`config.mk`:
```
export PLATFORM = sky130hd
export DESIGN_NAME = load_store_unit_flat
export DESIGN_NICKNAME = d
export VERILOG_FILES = /design/src/rtl/load_store_unit_pkg.sv /design/src/rtl/load_store_unit_if.sv /design/src/rtl/load_store_unit_mem_lane_align.sv /design/src/rtl/load_store_unit.sv /design/src/flat_wrapper.sv
export SDC_FILE = /design/constraint.sdc
export NUM_CORES = 1
export LEC_CHECK = 0
export ABC_AREA = 0
export CAP_MARGIN = 20
export CORE_ASPECT_RATIO = 0.7
export CORE_MARGIN = 2
export CORE_UTILIZATION = 40
export DETAILED_ROUTE_END_ITERATION = 10
export MAX_ROUTING_LAYER = met4
export PLACE_DENSITY = 0.66
export SLEW_MARGIN = 20
export SYNTH_ARGS = -nofsm -noshare
export SYNTH_HDL_FRONTEND = slang
export SYNTH_SLANG_ARGS = --single-unit
```
`constraint.sdc`:
```
create_clock -name clk -period 10.35 [get_ports clk]
set_input_delay 1.035 -clock clk [delete_from_list [all_inputs] [get_ports clk]]
set_output_delay 1.035 -clock clk [all_outputs]
set_load 0.01 [all_outputs]
```
`src/rtl/load_store_unit_pkg.sv`:
```
// Shared types for the load/store unit: size and FSM encodings, the registered request and
// big-endian lane helpers.
package load_store_unit_pkg;

  typedef enum logic [1:0] {
    SIZE_WORD    = 2'd0,
    SIZE_HALF    = 2'd1,
    SIZE_BYTE    = 2'd2,
    SIZE_ILLEGAL = 2'd3
  } size_e;

  typedef enum logic [2:0] {
    ST_IDLE,
    ST_RD,
    ST_WAIT,
    ST_WR,
    ST_RESP
  } state_e;

  // DataMemory only ever sees full-word commands; lane handling lives in the LSU.
  localparam logic [1:0] CMD_WORD = 2'b00;

  typedef struct packed {
    logic        write;
    size_e       size;
    logic        sgn;
    logic [31:0] addr;
    logic [31:0] w_data;
  } req_t;

  // Big-endian: offset 0 is the most significant byte, so the shift grows as the offset shrinks.
  function automatic logic [4:0] lane_shift(size_e size, logic [1:0] off);
    case (size)
      SIZE_BYTE: lane_shift = {~off, 3'b000};
      SIZE_HALF: lane_shift = {~off[1], 4'b0000};
      default:   lane_shift = 5'd0;
    endcase
  endfunction

  function automatic logic misaligned(size_e size, logic [1:0] off);
    case (size)
      SIZE_ILLEGAL: misaligned = 1'b1;
      SIZE_HALF:    misaligned = off[0];
      SIZE_WORD:    misaligned = (off != 2'b00);
      default:      misaligned = 1'b0;
    endcase
  endfunction

endpackage

```
`src/rtl/load_store_unit_if.sv`:
```
// Pipeline request/response and DataMemory signals of the LSU. The master side is the environment:
// it drives requests and also returns read data on behalf of the memory.
interface load_store_unit_if;
  logic        req_valid;
  logic        req_ready;
  logic        req_write;
  logic [1:0]  req_size;
  logic        req_signed;
  logic [31:0] req_address;
  logic [31:0] req_w_data;
  logic        resp_valid;
  logic [31:0] resp_r_data;
  logic        resp_error;
  logic        mem_r_en;
  logic        mem_w_en;
  logic [31:0] mem_address;
  logic [31:0] mem_w_data;
  logic [31:0] mem_r_data;
  logic [1:0]  mem_read_command;
  logic [1:0]  mem_write_command;

  modport master (
    output req_valid, req_write, req_size, req_signed, req_address, req_w_data, mem_r_data,
    input  req_ready, resp_valid, resp_r_data, resp_error, mem_r_en, mem_w_en,
           mem_address, mem_w_data, mem_read_command, mem_write_command
  );

  modport slave (
    input  req_valid, req_write, req_size, req_signed, req_address, req_w_data, mem_r_data,
    output req_ready, resp_valid, resp_r_data, resp_error, mem_r_en, mem_w_en,
           mem_address, mem_w_data, mem_read_command, mem_write_command
  );
endinterface

```
`src/rtl/load_store_unit_mem_lane_align.sv`:
```
// Combinational lane steering: extracts/extends a sub-word load and merges a sub-word store
// into the word read from memory. Zero latency, no flow control.
module mem_lane_align
  import load_store_unit_pkg::*;
(
  input  logic [31:0] rd_word,
  input  logic [31:0] new_data,
  input  logic [1:0]  offset,
  input  size_e       size,
  input  logic        sgn,
  output logic [31:0] ld_data,
  output logic [31:0] st_word
);

  logic [4:0]  shamt;
  logic [31:0] lane;
  logic [31:0] mask;

  always_comb begin
    shamt   = lane_shift(size, offset);
    lane    = rd_word >> shamt;
    ld_data = lane;
    mask    = '1;
    case (size)
      SIZE_BYTE: begin
        ld_data = {{24{sgn & lane[7]}}, lane[7:0]};
        mask    = 32'h0000_00FF << shamt;
      end
      SIZE_HALF: begin
        ld_data = {{16{sgn & lane[15]}}, lane[15:0]};
        mask    = 32'h0000_FFFF << shamt;
      end
      default: ;
    endcase
    st_word = (rd_word & ~mask) | ((new_data << shamt) & mask);
  end

endmodule

```
`src/rtl/load_store_unit.sv`:
```
// MEM-stage LSU: one word-only DataMemory access sequence per request; latency 2+L load, 2 word
// store, 3+L sub-word store, 1 error. Req_ready only in IDLE, so the pipeline stalls while busy.
module load_store_unit
  import load_store_unit_pkg::*;
#(
  parameter int MEM_RD_LATENCY = 1
) (
  input logic              clk,
  input logic              rst,
  load_store_unit_if.slave bus
);

  state_e      state_q, state_d;
  req_t        req_q;
  logic [2:0]  wait_cnt_q;
  logic [31:0] resp_data_q;
  logic [31:0] wr_word_q;
  logic        resp_err_q;

  logic        accept;
  logic        req_err;
  logic        wait_done;
  logic [31:0] ld_data;
  logic [31:0] st_word;

  assign accept    = (state_q == ST_IDLE) && bus.req_valid;
  assign req_err   = misaligned(size_e'(bus.req_size), bus.req_address[1:0]);
  assign wait_done = (wait_cnt_q == 3'(MEM_RD_LATENCY - 1));

  mem_lane_align u_align (
    .rd_word  (bus.mem_r_data),
    .new_data (req_q.w_data),
    .offset   (req_q.addr[1:0]),
    .size     (req_q.size),
    .sgn      (req_q.sgn),
    .ld_data  (ld_data),
    .st_word  (st_word)
  );

  always_ff @(posedge clk or posedge rst) begin
    if (rst) state_q <= ST_IDLE;
    else     state_q <= state_d;
  end

  always_comb begin
    state_d = state_q;
    case (state_q)
      ST_IDLE: begin
        if (bus.req_valid) begin
          if (req_err)
            state_d = ST_RESP;
          else if (bus.req_write && (size_e'(bus.req_size) == SIZE_WORD))
            state_d = ST_WR;
          else
            state_d = ST_RD;
        end
      end
      ST_RD:   state_d = ST_WAIT;
      ST_WAIT: if (wait_done) state_d = req_q.write ? ST_WR : ST_RESP;
      ST_WR:   state_d = ST_RESP;
      ST_RESP: state_d = ST_IDLE;
      default: state_d = ST_IDLE;
    endcase
  end

  always_ff @(posedge clk or posedge rst) begin
    if (rst) begin
      req_q       <= '0;
      wait_cnt_q  <= '0;
      resp_data_q <= '0;
      wr_word_q   <= '0;
      resp_err_q  <= 1'b0;
    end else begin
      if (accept) begin
        req_q.write  <= bus.req_write;
        req_q.size   <= size_e'(bus.req_size);
        req_q.sgn    <= bus.req_signed;
        req_q.addr   <= bus.req_address;
        req_q.w_data <= bus.req_w_data;
        resp_data_q  <= '0;
        resp_err_q   <= req_err;
        // A word store writes this directly; sub-word stores overwrite it with the merged word.
        wr_word_q    <= bus.req_w_data;
      end
      if (state_q == ST_RD) wait_cnt_q <= '0;
      if (state_q == ST_WAIT) begin
        wait_cnt_q <= wait_cnt_q + 3'd1;
        if (wait_done) begin
          if (req_q.write) wr_word_q   <= st_word;
          else             resp_data_q <= ld_data;
        end
      end
    end
  end

  assign bus.req_ready         = (state_q == ST_IDLE);
  assign bus.resp_valid        = (state_q == ST_RESP);
  assign bus.resp_error        = (state_q == ST_RESP) && resp_err_q;
  assign bus.resp_r_data       = resp_data_q;
  assign bus.mem_r_en          = (state_q == ST_RD);
  assign bus.mem_w_en          = (state_q == ST_WR);
  assign bus.mem_address       = {req_q.addr[31:2], 2'b00};
  assign bus.mem_w_data        = wr_word_q;
  assign bus.mem_read_command  = CMD_WORD;
  assign bus.mem_write_command = CMD_WORD;

endmodule

```
`src/flat_wrapper.sv`:
```
// flat-port wrapper written by rule: the top's interface ports become plain ports
module load_store_unit_flat import load_store_unit_pkg::*;
#(
  parameter int MEM_RD_LATENCY = 1
)
  (clk, rst, bus_req_valid, bus_req_write, bus_req_size, bus_req_signed, bus_req_address, bus_req_w_data, bus_mem_r_data, bus_req_ready, bus_resp_valid, bus_resp_r_data, bus_resp_error, bus_mem_r_en, bus_mem_w_en, bus_mem_address, bus_mem_w_data, bus_mem_read_command, bus_mem_write_command);
  load_store_unit_if bus_i ();
  input logic clk;
  input logic rst;
  input wire logic [$bits(bus_i.req_valid)-1:0] bus_req_valid;
  input wire logic [$bits(bus_i.req_write)-1:0] bus_req_write;
  input wire logic [$bits(bus_i.req_size)-1:0] bus_req_size;
  input wire logic [$bits(bus_i.req_signed)-1:0] bus_req_signed;
  input wire logic [$bits(bus_i.req_address)-1:0] bus_req_address;
  input wire logic [$bits(bus_i.req_w_data)-1:0] bus_req_w_data;
  input wire logic [$bits(bus_i.mem_r_data)-1:0] bus_mem_r_data;
  output wire logic [$bits(bus_i.req_ready)-1:0] bus_req_ready;
  output wire logic [$bits(bus_i.resp_valid)-1:0] bus_resp_valid;
  output wire logic [$bits(bus_i.resp_r_data)-1:0] bus_resp_r_data;
  output wire logic [$bits(bus_i.resp_error)-1:0] bus_resp_error;
  output wire logic [$bits(bus_i.mem_r_en)-1:0] bus_mem_r_en;
  output wire logic [$bits(bus_i.mem_w_en)-1:0] bus_mem_w_en;
  output wire logic [$bits(bus_i.mem_address)-1:0] bus_mem_address;
  output wire logic [$bits(bus_i.mem_w_data)-1:0] bus_mem_w_data;
  output wire logic [$bits(bus_i.mem_read_command)-1:0] bus_mem_read_command;
  output wire logic [$bits(bus_i.mem_write_command)-1:0] bus_mem_write_command;
  assign bus_i.req_valid = bus_req_valid;
  assign bus_i.req_write = bus_req_write;
  assign bus_i.req_size = bus_req_size;
  assign bus_i.req_signed = bus_req_signed;
  assign bus_i.req_address = bus_req_address;
  assign bus_i.req_w_data = bus_req_w_data;
  assign bus_i.mem_r_data = bus_mem_r_data;
  assign bus_req_ready = bus_i.req_ready;
  assign bus_resp_valid = bus_i.resp_valid;
  assign bus_resp_r_data = bus_i.resp_r_data;
  assign bus_resp_error = bus_i.resp_error;
  assign bus_mem_r_en = bus_i.mem_r_en;
  assign bus_mem_w_en = bus_i.mem_w_en;
  assign bus_mem_address = bus_i.mem_address;
  assign bus_mem_w_data = bus_i.mem_w_data;
  assign bus_mem_read_command = bus_i.mem_read_command;
  assign bus_mem_write_command = bus_i.mem_write_command;
  load_store_unit #(.MEM_RD_LATENCY(MEM_RD_LATENCY)) u_core (.clk(clk), .rst(rst), .bus(bus_i));
endmodule
```
* After elaboration in Yosys (flattened, before gate mapping)
Cells that the tools add are included.
** Operators by class
- Add/sub/neg operators :: 1
- Eq/ne operators :: 10
- Shift operators :: 4
- Muxes and demuxes :: 20
- Bitwise logic cells :: 8
- Reduce and logical (&&, ||, !) cells :: 9
** Operators with widths (count)
- two-way mux 32 bit :: 8
- case mux 32 bit (2 select lines) :: 2
- AND 32 bit :: 2
- inverter 32 bit :: 1
- OR 32 bit :: 1
- left shift 16 x 5 -> 32 bit (first input constant) :: 1
- left shift 32 x 5 -> 32 bit :: 1
- left shift 8 x 5 -> 32 bit (first input constant) :: 1
- >> shifter 32 x 5 -> 32 bit :: 1
- two-way mux 3 bit :: 6
- case mux 3 bit (4 select lines) :: 1
- case mux 5 bit (2 select lines) :: 1
- equality test 3 x 2 -> 1 bit (second input constant) :: 2
- logical NOT 3 bit :: 2
- equality test 2 x 1 -> 1 bit (second input constant) :: 2
- equality test 2 bit (second input constant) :: 2
- nonzero test 2 bit :: 2
- adder 3 x 1 -> 3 bit (second input constant) :: 1
- equality test 3 x 1 -> 1 bit (second input constant) :: 1
- equality test 3 bit (second input constant) :: 1
- logical AND 1 bit :: 3
- case mux 1 bit (3 select lines) :: 1
- AND 1 bit :: 2
- logical NOT 2 bit :: 1
- other kinds (6) :: 6
** Word-level totals
- Register bits after elaboration :: 139
- Bits of input ports :: 103
- Logic and storage cells :: 62

* Logic depth before layout (Yosys ltp)
- Depth after elaboration :: 10
- Gate-level depth with buffers :: 10
- Gate-level depth less buffers :: 7

* Modules after synthesis
A second synthesis with hierarchy kept.
** Unflattened totals
- Cells, all modules :: 693
- Area, all modules :: 8027.7 um^2
** By module, submodules not included
- load_store_unit :: times used 1, cells an instance 439, area an instance 6272.3 um^2
- mem_lane_align :: times used 1, cells an instance 254, area an instance 1755.4 um^2

* Worst setup path after synthesis
Ideal clock, no wire load.
- Path type :: flip-flop to output port
- Start :: register u_core.state_q[0]
- End :: output bus_req_ready
- Arrival :: 1257 ps
- Required time :: 9315 ps
- Path slack :: 8058 ps
- Stages on the path, launching flop included :: 4
- Buffers on the path :: 2
- Path through :: dfrtp_1 -> clkbuf_1 -> nor3_1 -> clkbuf_1
** Between the ends
- Cells in the longest elaborated chain, start to end :: 1
** Ends and longest elaborated chain
- from (decl) :: RTL line load_store_unit.sv:13 : state_e state_q, state_d;
- from (signal assigned) :: RTL line load_store_unit.sv:42 : else state_q <= state_d;
- logical NOT 3 bit :: RTL line load_store_unit.sv:96 : assign bus.req_ready = (state_q == ST_IDLE);
- to (decl) :: RTL line flat_wrapper.sv:17 : output wire logic [$bits(bus_i.req_ready)-1:0] bus_req_ready;
Every way passes these cells.

* Worst setup path in the final report
- Start :: input bus_req_valid
- End :: register u_core.resp_data_q[5] (netlist: u_core.bus.resp_r_data[5])
** Between the ends
- Cells in the longest elaborated chain, start to end :: 5
** Ends and longest elaborated chain
- from (decl) :: RTL line flat_wrapper.sv:10 : input wire logic [$bits(bus_i.req_valid)-1:0] bus_req_valid;
- logical AND 1 bit (*) :: RTL line load_store_unit.sv:26 : assign accept = (state_q == ST_IDLE) && bus.req_valid;
- two-way mux 32 bit (*) :: RTL line load_store_unit.sv:74 : if (accept) begin
- two-way mux 32 bit :: RTL line load_store_unit.sv:89 : if (req_q.write) wr_word_q <= st_word;
- two-way mux 32 bit :: RTL line load_store_unit.sv:88 : if (wait_done) begin
- two-way mux 32 bit (*) :: RTL line load_store_unit.sv:86 : if (state_q == ST_WAIT) begin
- to (signal assigned) :: RTL line load_store_unit.sv:90 : else resp_data_q <= ld_data;
- to (decl) :: RTL line load_store_unit.sv:16 : logic [31:0] resp_data_q;
Every way passes the cells marked *; elsewhere a longest branch is shown, timed or not.
A chain may end at the register's enable or synchronous reset.

==> run summary <==
Mapped Avg Cell Area = 9.62 um2
area grow syn2layout = 33.2%
ys flop type = dfrtp_1
routability cong. = 0.833
Core Region = 18000 um2
count leader, synth = nand2_1
final wirelength = 21800 um
CTS buffer count = 17
post-synthesis compound-gate area fraction = 18.7%
hold_buf cts = 0
CP Data Arrival Time = 3.75 ns
die area = 19400 um2
# IOs = 208
Yosys top cell area share = 47.6%
outcome = complete, no violations
Port Buffer Count = 201
initial antenna violation count = 1
NumNets Final = 1007
DRT antenna net count = 0
# resized after CTS = 0
TritonCTS clock tree = built
post-synth top area cell = dfrtp_1
CP required = 10.64 ns
dpl ws = 6.44 ns
overall power consumption = 3.20 mW
final setup skew = 0.0119 ns
Worst-Margin Slew = 1.08 ns
Clock transition at path regs = 0.06 ns
max-slew violations = 0
Post-Synthesis Cells = 759
Multi-input gate area = 3290 um2
number of synthesized flops with an enable pin = 0
unrepaired setup endpoints after global routing = false
largest cells by area after synthesis = dfrtp_1, nand2_1, mux2i_1
crit path max fanout = 49
XOR/XNOR Fraction of Synth Area = 0%
maximum number of pins on one net before global-route repair = 98
setup repair bufs after CTS = 0
post-DR vias/cell = 5.40
max-cap viol count = 0
share of cells above drive strength 1 = 9.10%
Seq/Total Area, Yosys = 47.6%
Pre-antenna DRT Iters = 5
mux contribution to synthesized area = 10.8%
DR WL/cell = 19.0 um
HP Class = register to register
pwr/cell area = 329 nW/um2
VDD IR max = 0.000193 V
Tcrit/Tclk final = 33.4%
Synth Area in Simple Gates = 14.2%
Synth Area in Adders = 0.685%
drt drc = 0
leakage dissipation = 4.49 nW
Clock H-tree levels = 4
Slew HR = 27.8%
Final WS setup = 6.89 ns
storage element area = 3480 um2
Clock Path Buffers = 2
via count = 6207
Final Hold Viols = 0
Tmin final = 3.46 ns
Starting DRT DRC Count = 414
clk_lat worst skew = 0.41 ns
root buf cell = clkbuf_16
Setup TNS Final = 0 ns
GRT Overall Usage = 23.4%
flops & latches, synth = 139
post-route cell area = 9730 um2
critical path launch point type = input port
first-pass GRT wire length = 33000 um
main combinational cell family by area after synthesis = compound AO/OA/AOI/OAI gates
vias in the first global route = 5800
top cells by count, synth = nand2_1, dfrtp_1, a21oi_1
Synth Warn # = 0
Rows = 41
Yosys cell types = 48
total gr overflow = 0
CP Capture Type = register
Setup CP Type = input port to register
clk sinks = 139
chip height = 117 um
DP Area = 9190 um2
Cell Area, Synth = 7300 um2
FILL cells = 1656
Initial Util = 40.7%
hpwl dp = 15700 um
Die Width = 165 um
Synth async-reset ratio = 100%
Setup-failing EPs final = 0
fmax = 0.289 GHz
worst max-delay path, cell delays in order:
cell,delay (ns)
clkdlybuf4s50_1,1.07
and2_2,0.94
nor2_1,0.35
a22o_1,0.33
placed cells by master (no fill, tap or decap), drive strengths merged, types with 9 or more instances in the layout:
master / Yosys / final
mux2i: 36 / 36
inv: 11 / 14
clkbuf: 26 / 19
a31oi: 25 / 25
a211oi: 36 / 36
buf: 67 / 9
clkdlybuf4s50: 0 / 201
nor2: 15 / 15
nand2: 176 / 176
and3: 26 / 26
a21oi: 62 / 62
o21ai: 19 / 19
dfrtp: 139 / 139
mux2: 24 / 24
a21o: 25 / 25
where the power goes:
part           total (mW)  internal (mW)  switching, mW
registers            1.01          0.805          0.205
clock network       0.556          0.313          0.243
logic                1.63          0.798          0.836
layout make-up:
cell class,instances,area share (%)
clock buffers,19,4.55
well taps,236,3.04
repair buffers,210,21.4
clock inverters,12,0.952
flip-flops and latches,139,35.8
multi-input cells,521,33.8
inverters,11,0.476
diodes,1,0.0257
layer usage:
layer	wire length, um	GRT usage (%)	share of wire [%]
met1	10200	33.5	47
met2	9220	32.3	42
met3	2290	8.21	10
met4	109	4.31	0.50
met5	0	-	0
cells by family after synthesis:
kind of cell	Yosys count
buf+inv	104
mux	67
flops	139
simple gates	239
compound gates	205
other cells	1
fa+ha+maj	4
through the flow:
step | cells | hold slack (ns) | util [%]
floorplan | 764 | 0.442 | -
global placement | 1117 | 0.457 | 51.2
detailed placement | 1117 | 0.460 | 51.2
CTS | 1148 | 0.474 | 54.2
global route | 1149 | 0.495 | 54.2
finish | 1149 | 0.470 | 54.2
flip-flops by register name, indices dropped and copies added (netlist names):
register	flops
u_core.req_q	38
u_core.bus.mem_w_data	32
u_core.bus.resp_r_data	32
u_core.bus.mem_address	30
u_core.state_q	3
u_core.wait_cnt_q	3
u_core.resp_err_q	1
worst paths after layout:
kind	start	to	slack (ns)	cells past startpoint
max in group asynchronous	rst	u_core.wait_cnt_q[2]$_DFFE_PP0P_	7.86	3
setup reg to reg	u_core.req_q[65]$_DFFE_PP0P_	u_core.bus.resp_r_data[29]$_DFF_PP0_	7.21	8
hold / removal	u_core.req_q[31]$_DFFE_PP0P_	u_core.req_q[31]$_DFFE_PP0P_	0.47	1
min in group asynchronous	rst	u_core.bus.mem_address[28]$_DFFE_PP0P_	1.09	2
hold reg to reg	u_core.req_q[31]$_DFFE_PP0P_	u_core.req_q[31]$_DFFE_PP0P_	0.47	1
setup / recovery	bus_req_valid	u_core.bus.resp_r_data[5]$_DFF_PP0_	6.89	4
Note: power is estimated with default switching activity, not from simulation.
